==> src/rtl/prs_pkg.sv <==
// prs_pkg: definitions shared by the PRS generator and the PRS BER checker.
//   PRS_LEN_DEF / PRS_TAP_DEF : default LFSR length and second feedback tap (1-based)
//   prs_chk_state_t           : checker state machine encoding
//   prs_fb()                  : feedback / prediction bit of an LFSR state
package prs_pkg;

   localparam int PRS_LEN_DEF = 15;
   localparam int PRS_TAP_DEF = 14;
   // Widest LFSR prs_fb() accepts; callers zero-extend their state to this.
   localparam int PRS_MAX     = 64;

   typedef enum logic [1:0] {
      LOAD,
      CHECK,
      LOCKED
   } prs_chk_state_t;

   // Feedback = s[len-1] ^ s[tap-1]. Shifts are used instead of variable
   // bit-selects so any length up to PRS_MAX works without index-width issues.
   function automatic logic prs_fb(input logic [PRS_MAX-1:0] lfsr,
                                   input int                 len,
                                   input int                 tap);
      logic [PRS_MAX-1:0] a;
      logic [PRS_MAX-1:0] b;
      a = lfsr >> (len - 1);
      b = lfsr >> (tap - 1);
      return a[0] ^ b[0];
   endfunction

endpackage

==> src/rtl/prs_lfsr.sv <==
// prs_lfsr: PRS replica register for the BER checker.
//   clk, reset_n : clock, async active-low reset (state clears to 0)
//   i_en         : advance the register this cycle
//   i_load       : 1 = shift in i_sym (load from stream), 0 = shift in feedback
//   i_sym        : received bit used in load mode
//   o_pred       : predicted next bit of the sequence (= feedback)
module prs_lfsr
   import prs_pkg::*;
#(
   parameter int PRS_LEN = PRS_LEN_DEF,
   parameter int PRS_TAP = PRS_TAP_DEF
) (
   input  logic clk,
   input  logic reset_n,
   input  logic i_en,
   input  logic i_load,
   input  logic i_sym,
   output logic o_pred
);

   logic [PRS_LEN-1:0] lfsr_q, lfsr_d;
   logic [PRS_MAX-1:0] lfsr_ext;

   always_comb begin
      lfsr_ext              = '0;
      lfsr_ext[PRS_LEN-1:0] = lfsr_q;
   end

   assign o_pred = prs_fb(lfsr_ext, PRS_LEN, PRS_TAP);
   assign lfsr_d = {lfsr_q[PRS_LEN-2:0], (i_load ? i_sym : o_pred)};

   always_ff @(posedge clk or negedge reset_n) begin
      if (!reset_n)  lfsr_q <= '0;
      else if (i_en) lfsr_q <= lfsr_d;
   end

endmodule

==> config.mk <==
export PLATFORM = sky130hd
export DESIGN_NAME = prs_lfsr
export DESIGN_NICKNAME = d
export VERILOG_FILES = /design/src/rtl/prs_pkg.sv /design/src/rtl/prs_lfsr.sv
export SDC_FILE = /design/constraint.sdc
export NUM_CORES = 1
export LEC_CHECK = 0
export BUFFER_PORTS_ARGS = -buffer_cell sky130_fd_sc_hd__buf_2
export CAP_MARGIN = 0
export CORE_MARGIN = 2
export CORE_UTILIZATION = 45
export DETAILED_ROUTE_END_ITERATION = 8
export PLACE_DENSITY_LB_ADDON = 0.3
export SYNTH_ARGS = -nofsm -noshare
export SYNTH_HDL_FRONTEND = slang
export SYNTH_SLANG_ARGS = --single-unit
export TNS_END_PERCENT = 20
==> constraint.sdc <==
create_clock -name clk -period 0.9 [get_ports clk]
set_input_delay 0.18 -clock clk [delete_from_list [all_inputs] [get_ports clk]]
set_output_delay 0.18 -clock clk [all_outputs]
set_load 0.05 [all_outputs]
==> flow_summary.toml <==
[status]
outcome = "complete, but fails checks"
violations = "negative setup slack"

[global_routing]
grt_first_pass_wirelength_um = 1540
grt_pass1_vias = 342
antenna_found_initial = 0
grtUsageTotal_pct = 12.2
grt_overflow = 0
grt_max_degree = 18

[power_and_ir_drop]
ir_drop_mv = 1.60
leakage_nw = 0.362
p_per_area_nw_per_um2 = 3300

[final_layout]
final_core_util_pct = 55.1
antenna_cells = 0
drive_gt1_share_pct = 57.8
final_common_cell = "dfrtp_1"
reg_top3 = "lfsr_q: 15 flops"
final_nets = 51
largest_reg_flops = 15
fillCellCount = 102
top_register = "lfsr_q"
mostFrequentLayoutCells = "dfrtp_1, mux2_4, mux2_2, buf_2, clkbuf_4"
areaGrowthSynthToFinish_pct = 13.7

[timing]
fin_crit_sh_pct = 139
period_needed_ns = 1.25
fmax_mhz = 799
fin_ws_ns = -0.352
slew_headroom_pct = 71.4
slew_viol_final = 0
skew_ns = 0.00551
finalHoldViolCount = 0
worstMarginPinSlew_ns = 0.429
rsz0062_at_grt = "yes"
setup_viol = 4
holdWs_ns = 0.249

[logic_synthesis]
syn-num-nets = 41
ys_seq_area_share_pct = 58.8
synthTopCellsByArea = "dfrtp_1, mux2_4, mux2_2"
ys_types = 9
syn_avg_cell_area_um2 = 17.7
ys_seq_elements = 15
syn_inst = 36
synth.top_cell.area_share_pct = 58.8
syn_area_um2 = 638
synth_warnings = 0
yosysTopAreaCell = "dfrtp_1"

[placement]
numPortBuffers = 5
place_congestion = 0.662

[clock_tree]
post-cts-setup-buffer-count = 0
htree_levels = 1
cts_root_buf = "clkbuf_4"
cts.sinks = 15
insertion_delay_ns = 0.27
cts_tree = "built"
clockBufferDepth = 2
cts_made_buffers = 3
cts.clk_slew.worst_paths_ns = 0.08

[routing]
antenna_left = 0
routed_wl_um = 873
drt_iter0_markers = 2
drc_errors = 0
dr.pass1.iters = 2
wire_per_inst_um = 14.6
vias = 303
vias_per_cell = 5.05

[setup_path]
end_kind = "output pin"
required_ns = 0.72
cp-start-kind = "flip-flop"
path_max_fanout = 2
arrival_ns = 1.07
critPathKind = "reg2out"

[floorplanning]
row_count = 13
dieArea_um2 = 1740
pin_count = 6
core-area_um2 = 1320
start_util_pct = 48.4
die_h_um = 41.7
die_width_um = 41.7

[flow_run]
maxCapViolCount = 0

[worst_hold_path]
hold_path_class = "in2reg"
-- layout make-up --
cell class              count  area (µm²)  area share, %
flip-flops and latches     15         378           52.1
multi-input cells          19         250           34.5
repair buffers              7        52.6           7.24
clock buffers               4        26.3           3.62
well taps                  15        18.8           2.59
-- where the power goes --
part / internal [mW] / switching [mW]
logic: 0.525 / 0.312
registers: 0.981 / 0.210
clock network: 0.172 / 0.192
-- layer usage --
metal / wire length [µm] / global-route usage (%) / up-vias
li1: - / - / 139
met1: 364 / 14.8 / 159
met2: 466 / 19.4 / 5
met3: 42 / 7.83 / 0
met4: 0 / 0 / 0
met5: 0 / 0 / -
-- worst paths after layout --
check	from	to	slack (ns)	cells after the start
worst max-delay path	lfsr_q[14]	o_pred	-0.35	2
worst min-delay path	i_sym	lfsr_q[0]	0.25	3
worst max register to register	lfsr_q[14]	lfsr_q[0]	-0.11	2
worst min register to register	lfsr_q[5]	lfsr_q[6]	0.51	1
max in group asynchronous	reset_n	lfsr_q[13]	0.31	2
min in group asynchronous	reset_n	lfsr_q[6]	0.32	2
-- cell families (layout without fill, tap and decap cells) --
group / Yosys count / count (layout) / synth area share [%]
flip-flops: 15 / 15 / 58.8
multiplexers: 14 / 14 / 30.6
AND/OR/NAND/NOR: 3 / 3 / 2.94
buffers and inverters: 2 / 11 / 4.90
AO/OA/AOI/OAI: 1 / 1 / 1.37
XOR/XNOR: 1 / 1 / 1.37
-- cells in the mapped netlist --
| library cell | instances |
|---|---|
| xor2_1 | 1 |
| a211o_1 | 1 |
| buf_12 | 1 |
| and3_1 | 1 |
| buf_6 | 1 |
| mux2_4 | 10 |
| nor2b_1 | 2 |
| dfrtp_1 | 15 |
| mux2_2 | 4 |
-- critical path: stages (launching register included) --
cell,delay (ns)
dfrtp_2,0.45
xor2_4,0.18
buf_6,0.17
-- per-stage QoR --
| step | worst slack (ns) | total power, mW | TNS (ns) | std cells | area [µm²] |
|---|---|---|---|---|---|
| floorplan | -0.177 | 1.79 | -0.261 | 36 | 657 |
| global placement | -0.142 | 1.91 | -1.55 | 55 | 677 |
| detailed placement | -0.166 | 1.96 | -1.99 | 55 | 677 |
| CTS | -0.365 | 2.41 | -0.593 | 60 | 721 |
| global route | -0.391 | 2.53 | -0.634 | 60 | 726 |
| finish | -0.352 | 2.39 | -0.517 | 60 | 726 |
-- what timing repair did --
action	in CTS	in global routing
pin swaps	1	1
hold buffers	1	0
hold endpoints to repair	15	0
gates resized for setup	3	2
endpoints found under the setup margin	4	4
No activity file was read; power rests on OpenSTA's default activity.
